--- src/rtl/ledcube_pkg.sv ---
// ledcube_pkg: shared FSM states and sizing/address helpers for the LED cube layer scanner.
package ledcube_pkg;

    typedef enum logic [2:0] {
        S_IDLE,
        S_BLANK,
        S_RD,
        S_PRESENT,
        S_WAIT,
        S_SHOW
    } state_t;

    // Counter width that stays at least one bit even for a count of one.
    function automatic int wclog2(input int n);
        return n > 1 ? $clog2(n) : 1;
    endfunction

    // Buffer is the most significant field and channel the least, so a layer is one contiguous run.
    function automatic int pack_addr(input int bsel, lyr, bidx, cidx, nl, nb, nc);
        return ((bsel * nl + lyr) * nb + bidx) * nc + cidx;
    endfunction

endpackage

--- src/rtl/ledcube_dwell_timer.sv ---
// ledcube_dwell_timer: loadable down-counter; expire is high in the last cycle of a loaded interval.
module ledcube_dwell_timer #(
    parameter int W = 13
) (
    input  logic         clock,
    input  logic         resetn,
    input  logic         load,
    input  logic [W-1:0] value,
    output logic         expire
);

    logic [W-1:0] cnt;

    always_ff @(posedge clock or negedge resetn) begin
        if (!resetn) cnt <= '0;
        else if (load) cnt <= value;
        else if (cnt != '0) cnt <= cnt - 1'b1;
    end

    assign expire = cnt == W'(1);

endmodule

--- src/rtl/ledcube_layer_scanner.sv ---
// ledcube_layer_scanner: double-buffered LED cube refresh engine; streams each layer to the
// I2C channels, then lights it between blanking gaps, swapping buffers only at frame boundaries.
module ledcube_layer_scanner
    import ledcube_pkg::*;
#(
    parameter int NUM_LAYERS   = 8,
    parameter int NUM_CHANNELS = 4,
    parameter int BYTES_PER_CH = 16,
    parameter int DATA_W       = 8,
    parameter int BLANK_CYCLES = 64,
    parameter int SHOW_CYCLES  = 4096,
    localparam int ADDR_W = 1 + $clog2(NUM_LAYERS * NUM_CHANNELS * BYTES_PER_CH)
) (
    input  logic                           clock,
    input  logic                           resetn,
    input  logic                           enable,
    input  logic                           swap_req,
    output logic                           swap_ack,
    output logic                           display_buf,
    output logic [ADDR_W-1:0]              mem_rd_addr,
    input  logic [DATA_W-1:0]              mem_rd_data,
    output logic [NUM_CHANNELS-1:0]        ch_valid,
    output logic [NUM_CHANNELS*DATA_W-1:0] ch_data,
    output logic [NUM_CHANNELS-1:0]        ch_last,
    input  logic [NUM_CHANNELS-1:0]        ch_ready,
    input  logic [NUM_CHANNELS-1:0]        ch_done,
    output logic [NUM_LAYERS-1:0]          layer_active,
    output logic                           frame_start
);

    localparam int LW = wclog2(NUM_LAYERS);
    localparam int BW = wclog2(BYTES_PER_CH);
    localparam int CW = wclog2(NUM_CHANNELS);
    localparam int TW = wclog2((BLANK_CYCLES > SHOW_CYCLES ? BLANK_CYCLES : SHOW_CYCLES) + 1);

    state_t                  state, nxt;
    logic [LW-1:0]           layer;
    logic [BW-1:0]           bidx;
    logic [CW-1:0]           cidx;
    logic [NUM_CHANNELS-1:0] done_flags;
    logic [TW-1:0]           load_val;
    logic                    loaded, pending, expire, load, xfer, last_c, last_byte, boundary, do_swap;

    ledcube_dwell_timer #(.W(TW)) u_timer (
        .clock (clock),
        .resetn(resetn),
        .load  (load),
        .value (load_val),
        .expire(expire)
    );

    always_comb begin
        last_c    = cidx == CW'(NUM_CHANNELS - 1);
        last_byte = last_c && bidx == BW'(BYTES_PER_CH - 1);
        xfer      = state == S_PRESENT && loaded && ch_ready[cidx];
        boundary  = state == S_SHOW && expire && layer == LW'(NUM_LAYERS - 1);
        do_swap   = boundary && (pending || swap_req);
    end

    always_comb begin
        nxt = state;
        case (state)
            S_IDLE:    nxt = enable ? S_BLANK : S_IDLE;
            S_BLANK:   nxt = expire ? S_RD : S_BLANK;
            S_RD:      nxt = S_PRESENT;
            S_PRESENT: nxt = xfer ? (last_byte ? S_WAIT : S_RD) : S_PRESENT;
            S_WAIT:    nxt = &done_flags ? S_SHOW : S_WAIT;
            S_SHOW:    nxt = expire ? (enable ? S_BLANK : S_IDLE) : S_SHOW;
            default:   nxt = S_IDLE;
        endcase
    end

    assign load     = nxt != state && (nxt == S_BLANK || nxt == S_SHOW);
    assign load_val = TW'(nxt == S_SHOW ? SHOW_CYCLES : BLANK_CYCLES);

    always_comb begin
        layer_active = state == S_SHOW ? NUM_LAYERS'(1) << layer : '0;
        ch_valid     = state == S_PRESENT && loaded ? NUM_CHANNELS'(1) << cidx : '0;
        ch_last      = bidx == BW'(BYTES_PER_CH - 1) ? ch_valid : '0;
        mem_rd_addr  = state == S_RD ? ADDR_W'(pack_addr(int'(display_buf), int'(layer), int'(bidx),
                                                         int'(cidx), NUM_LAYERS, BYTES_PER_CH,
                                                         NUM_CHANNELS)) : '0;
    end

    always_ff @(posedge clock or negedge resetn) begin
        if (!resetn) begin
            state       <= S_IDLE;
            layer       <= '0;
            bidx        <= '0;
            cidx        <= '0;
            loaded      <= 1'b0;
            pending     <= 1'b0;
            display_buf <= 1'b0;
            swap_ack    <= 1'b0;
            frame_start <= 1'b0;
            done_flags  <= '0;
            ch_data     <= '0;
        end else begin
            state       <= nxt;
            swap_ack    <= do_swap;
            display_buf <= display_buf ^ do_swap;
            pending     <= boundary ? 1'b0 : pending | swap_req;
            frame_start <= nxt == S_BLANK && state != S_BLANK && (state == S_IDLE || boundary);
            done_flags  <= load && nxt == S_BLANK ? '0 : done_flags | ch_done;
            // First PRESENT cycle captures the BRAM word; valid is offered from the next cycle on.
            loaded      <= state == S_PRESENT && !xfer;
            if (state == S_PRESENT && !loaded) ch_data[cidx*DATA_W +: DATA_W] <= mem_rd_data;
            if (state == S_SHOW && expire) layer <= enable ? layer + 1'b1 : '0;
            if (xfer) begin
                cidx <= last_c ? '0 : cidx + 1'b1;
                if (last_c) bidx <= bidx == BW'(BYTES_PER_CH - 1) ? '0 : bidx + 1'b1;
            end
        end
    end

endmodule

--- config.mk ---
export PLATFORM = sky130hd
export DESIGN_NAME = ledcube_layer_scanner
export DESIGN_NICKNAME = d
export VERILOG_FILES = /design/src/rtl/ledcube_pkg.sv /design/src/rtl/ledcube_dwell_timer.sv /design/src/rtl/ledcube_layer_scanner.sv
export SDC_FILE = /design/constraint.sdc
export NUM_CORES = 1
export LEC_CHECK = 0
export ABC_AREA = 1
export BUFFER_PORTS_ARGS = -buffer_cell sky130_fd_sc_hd__buf_2
export CORE_MARGIN = 2
export CORE_UTILIZATION = 39
export DETAILED_ROUTE_END_ITERATION = 10
export SYNTH_ARGS = -nofsm -noshare
export SYNTH_HDL_FRONTEND = slang
export SYNTH_SLANG_ARGS = --single-unit
--- constraint.sdc ---
create_clock -name clock -period 1.65 [get_ports clock]
set_input_delay 0.33 -clock clock [delete_from_list [all_inputs] [get_ports clock]]
set_output_delay 0.33 -clock clock [all_outputs]
set_load 0.01 [all_outputs]
Word-level counts from Yosys, hierarchy flattened
Cells that the tools add are included.

Add/subtract/negate cells: 8. $lt $le $gt $ge: 1. Equal/unequal tests: 13. Shift-type cells: 4. Mux-type cells: 22. Bitwise operators: 3. Reductions and logical operators: 22.

Operators with widths (number): $mux W13 (3); $neg A5 Y34 (1); $shift A8 B34 Y32 const A (1); $shiftx A8 B34 Y32 (1); $bwmux W32 (1); $pmux W3 S6 (1); $mux W4 (4); $eq A13 B1 Y1 const B (1); $reduce_bool A13 Y1 (1); $sub A13 B1 Y13 const B (1); $eq A3 B3 Y1 const B (4); $logic_and A1 B1 Y1 (12); $mux W3 (4); $add A10 B2 Y10 (1); $mux W10 (1); $add A8 B4 Y8 (1); $mux W8 (1); $shl A1 B3 Y8 const A (1); $eq A3 B1 Y1 const B (2); $eq A3 B2 Y1 const B (2); $add A4 B1 Y4 const B (1); $add A4 B3 Y4 (1); $eq A4 B4 Y1 const B (1); $mux W1 (4); other kinds (18) (22).

Flip-flop bits (word level): 66. Input port bits: 20. Output and inout port bits: 61. Logic and storage cells: 85.

Depth between registers and ports, before layout
Depth in word-level cells: 10. Depth in mapped cells: 14. Gate-level depth less buffers: 12.

Cells and area by module
Synthesis repeated with hierarchy kept, for this count alone.

Cells, all modules: 483. Area, all modules: 3882.5 µm².

Modules (own cells, without submodules): ledcube_layer_scanner (instances 1, cells an instance 345, area each 2911.5 µm², sequential area each 1326.3 µm²); ledcube_dwell_timer (instances 1, cells an instance 138, area each 970.9 µm², sequential area each 325.3 µm²).

Worst setup path after synthesis
OpenSTA, ideal clock, no wires.

Path kind: reg2reg. From: register cidx[0]. To: register ch_data[0]. Library setup time: 66 ps. Arrival time: 1740 ps. Required time: 1584 ps. Path slack: -156 ps. Stages on the path, launching flop included: 9. Path buffers: 2. Clock period less this slack: 1806 ps. Cell sequence: dfrtp_1 -> buf_6 -> inv_4 -> ha_1 -> clkbuf_1 -> inv_1 -> nor3_1 -> nand3_1 -> nand2_1.

Longest elaborated chain between the ends: 3. Elaborated cells between the ends (all ways): 4. Those cells by class: add/sub (1); shift (2); mux (1).

RTL lines: start: declaration (line ledcube_layer_scanner.sv:39) `logic [CW-1:0] cidx;`; start signal: assignment (line ledcube_layer_scanner.sv:110) `cidx <= last_c ? '0 : cidx + 1'b1;`; $neg A5 Y34 * (line ledcube_layer_scanner.sv:107) `if (state == S_PRESENT && !loaded) ch_data[cidx*DATA_W +: DATA_W] <= mem_rd_data;`; $shiftx A8 B34 Y32 / $shift A8 B34 Y32 (equally long branches) (line ledcube_layer_scanner.sv:107); $bwmux W32 * (line ledcube_layer_scanner.sv:107); end signal: indexed assignment (line ledcube_layer_scanner.sv:107); end: declaration (line ledcube_layer_scanner.sv:23) `output logic [NUM_CHANNELS*DATA_W-1:0] ch_data,`.

Every way passes the cells marked *; elsewhere a longest branch is shown, timed or not. A chain may end at the register's enable or synchronous reset.

Worst setup path after layout
From: register bidx[0]. To: output port ch_last[3].

Longest elaborated chain between the ends: 2.

RTL lines: start: declaration (line ledcube_layer_scanner.sv:38) `logic [BW-1:0] bidx;`; start signal: assignment (line ledcube_layer_scanner.sv:111) `if (last_c) bidx <= bidx == BW'(BYTES_PER_CH - 1) ? '0 : bidx + 1'b1;`; $eq A4 B4 Y1 (line ledcube_layer_scanner.sv:79) `ch_last = bidx == BW'(BYTES_PER_CH - 1) ? ch_valid : '0;`; $mux W4 (line ledcube_layer_scanner.sv:79); end: declaration (line ledcube_layer_scanner.sv:24) `output logic [NUM_CHANNELS-1:0] ch_last,`.

Every way passes these cells.

==> flow_summary.json <==
{
  "hold_path.class": "in -> async",
  "grt_overflow": 0,
  "final_antenna_net_count": 0,
  "crit_required_ps": 1320,
  "min_period_over_period_pct": 112,
  "antenna_found_initial": 0,
  "worst_slack_ps": -203,
  "insertion_delay_ps": 350,
  "grt_max_degree": 67,
  "initial_core_util_pct": 39.6,
  "skew_ps": 11.4,
  "grt_pass1_wl_um": 16200,
  "finalCriticalPeriod_ps": 1850,
  "io_buffers": 80,
  "numCtsBuffers": 9,
  "seq_area_frac_synth_pct": 45.8,
  "ys_types": 34,
  "p_per_area_nw_per_um2": 1820,
  "status": "complete, but fails checks",
  "muxShareOfSynthArea_pct": 0.278,
  "pwr-share-clk_pct": 15.3,
  "synth_top_family_by_area": "simple AND/OR/NAND/NOR gates",
  "worst_ep_arrival_time_ps": 1520,
  "synth_xor_area_share_pct": 2.92,
  "placed_cells": 688,
  "ys_ff_latch": 66,
  "finalNetCount": 654,
  "die_h_um": 100,
  "swShare_pct": 42.5,
  "endpoint_kind": "primary output",
  "violations": "hold timing, setup timing",
  "core_um2": 9110,
  "cp-startpoint": "bidx[0]$_DFFE_PN0P_",
  "syn_area_per_cell_um2": 8.16,
  "cts_htree_levels": 3,
  "ctsHoldBuffers": 0,
  "power_mw": 10.1,
  "gp_congestion": 0.826,
  "stdcell_count": 733,
  "rsz0062_at_grt": "true",
  "final_max_slew_viol_count": 0,
  "synth_fp_nets": 479,
  "power.switching_mw": 4.27,
  "drt-total-wl_um": 9930,
  "synth_area_um2": 3600,
  "cp-start-kind": "flop",
  "cp_max_fo": 5,
  "worstMarginPinSlew_ps": 362,
  "intPower_mw": 5.79,
  "pwr-share-comb_pct": 58.0,
  "die-area_um2": 10000,
  "clk_pin_slew_ps": 70,
  "drc": 0,
  "synth_top_area_share_pct": 45.8,
  "die_w_um": 100,
  "maxCapViolations": 0,
  "hold_viol": 10,
  "peakVddDrop_mv": 0.692,
  "layout-drive-gt1-share_pct": 48.6,
  "pre_cts_slack_ps": -104,
  "wire_per_inst_um": 13.5,
  "cts_max_path_buffers": 2,
  "netlist_top_cells_area": "dfrtp_1 (46%), nand2_1 (7.6%), inv_1 (6.2%)",
  "p_leak_nw": 2.87,
  "p_seq_share_pct": 26.7,
  "dp_hpwl_um": 6840,
  "hold_slack_ps": -16.6,
  "cts_tree": "built",
  "ioPinCount": 81,
  "drt-initial-drc-count": 142,
  "synth_top_area_cell": "dfrtp_1",
  "synth_fa_ha_area_share_pct": 5.90,
  "area_growth_pct": 53.6,
  "maxSlewHeadroom_pct": 75.9,
  "setup_viol": 44,
  "grt_pass1_vias": 3495,
  "synth_warnings": 0,
  "postSynthCellCount": 442,
  "cts_sinks": 66,
  "fmax_mhz": 540,
  "rows": 35,
  "synth-simple-area-share_pct": 28.5,
  "via_per_inst": 4.91,
  "num_vias": 3598,
  "grt_use_total_pct": 20.2,
  "criticalPathCategory": "reg -> out",
  "r2r_start": "cidx[0]$_DFFE_PN0P_",
  "antennaDiodeCount": 0,
  "root_buffer": "clkbuf_8",
  "dr.pass1.iters": 4,
  "synth_compound_area_share_pct": 8.02
}
## metal layers
metal,global-route usage [%],share of wire [%],up-vias
met5,0,0,-
met4,7.80,2.1,0
met3,3.83,4.7,16
met2,32.5,49,89
met1,27.2,44,1720
li1,-,-,1773
## area by class of cell
| class | instances | area, µm² |
|---|---|---|
| Fill cell | 793 | 3570 |
| Multi-Input combinational cell | 301 | 2030 |
| Sequential cell | 66 | 1660 |
| Timing Repair Buffer | 174 | 1220 |
| Inverter | 64 | 269 |
| Clock buffer | 12 | 145 |
| Tap cell | 111 | 139 |
| Clock inverter | 4 | 75.1 |
| Timing Repair inverter | 1 | 8.76 |
## cell usage after synthesis, drive strengths merged
| library cell | count |
|---|---|
| clkbuf | 7 |
| nand2 | 76 |
| inv | 63 |
| o21ai | 39 |
| buf | 4 |
| nor4 | 1 |
| nor2 | 67 |
| xor2 | 11 |
| or2 | 2 |
| o21a | 1 |
| nand4 | 14 |
| mux2i | 1 |
| nor3 | 14 |
| a21oi | 5 |
| dfrtp | 66 |
| a211oi | 1 |
| clkinv | 1 |
| a21boi | 2 |
| nand3b | 1 |
| ha | 17 |
| o22ai | 5 |
| xnor2 | 1 |
| a21o | 1 |
| nand3 | 42 |
## stage by stage
stage | setup TNS (ps) | util, % | hold WS, ps | cell area, µm²
floorplan | -44.7 | - | 34.4 | 3620
detailed placement | -1190 | 50.8 | 383 | 4630
finish | -4490 | 60.8 | -16.6 | 5540
CTS | -3560 | 57.4 | 6.90 | 5230
global placement | -446 | 50.8 | 381 | 4630
global route | -10340 | 60.8 | 22.7 | 5540
## power groups by stage
stage	sequential, mW	clock, mW	combinational [mW]
floorplan	2.88	0	2.42
global placement	2.67	0	4.44
detailed placement	2.69	0	4.57
CTS	2.68	1.55	5.23
global route	2.78	1.64	6.43
finish	2.69	1.53	5.83
## timing repair
action | in CTS | in global routing
setup buffers | 18 | 11
gates resized for setup | 75 | 69
pin swaps | 16 | 20
endpoints found under the setup margin | 49 | 84
gates cloned | 1 | 1
## critical path, cell delays in order (launching register included)
cell     delay, ps
dfrtp_1        360
ha_1           160
inv_2           40
nor3_2          90
buf_4          130
inv_2           60
nor3_2         170
buf_2          160
## cells in the final DEF (no fill, tap or decap), types with 2 or more instances in the layout
cell type,instances
a21oi_1,3
nand3_1,27
xor2_1,11
nand3_2,12
dfrtp_2,3
o22ai_1,3
o21ai_0,32
nand2_4,4
a21oi_2,2
nor2_1,40
buf_6,19
nand4_1,13
nand3_4,3
nor3_2,13
ha_4,6
nand2_1,60
clkinvlp_4,3
bufinv_16,2
ha_2,3
nor2_2,18
inv_4,4
clkbuf_8,10
ha_1,8
clkbuf_1,2
buf_4,73
nand2_2,12
nor2_4,9
buf_12,3
buf_2,79
o21ai_1,7
dfrtp_1,63
inv_1,44
o22ai_2,2
inv_2,12
inv_6,3
## flip-flops by register name (all words and copies together), names as in the netlist, 2 cells and up
register	cells
layer	3
cidx	2
state	3
bidx	4
done_flags	4
ch_data	32
u_timer.cnt	13
## worst paths after layout
path                                               endpoint  slack [ps]  cells past startpoint
worst max-delay path                             ch_last[3]        -200                      7
worst min-delay path                ch_data[18]$_DFFE_PN0P_         -20                      2
worst max register to register  u_timer.cnt[11]$_DFFE_PN0P_         -80                     12
worst min register to register        display_buf$_DFF_PN0_         500                      1
max in group asynchronous              layer[2]$_DFFE_PN0P_        1360                      2
min in group clock                  done_flags[3]$_DFF_PN0_         190                      3
## cell families (layout without fill, tap and decap cells)
logic type	count (synthesis)	after routing
XOR/XNOR	12	12
buffers and inverters	75	255
AO/OA/AOI/OAI	54	54
AND/OR/NAND/NOR	217	217
multiplexers	1	1
adder cells (fa/ha/maj)	17	17
flip-flops	66	66
No activity file was read; power rests on OpenSTA's default activity.
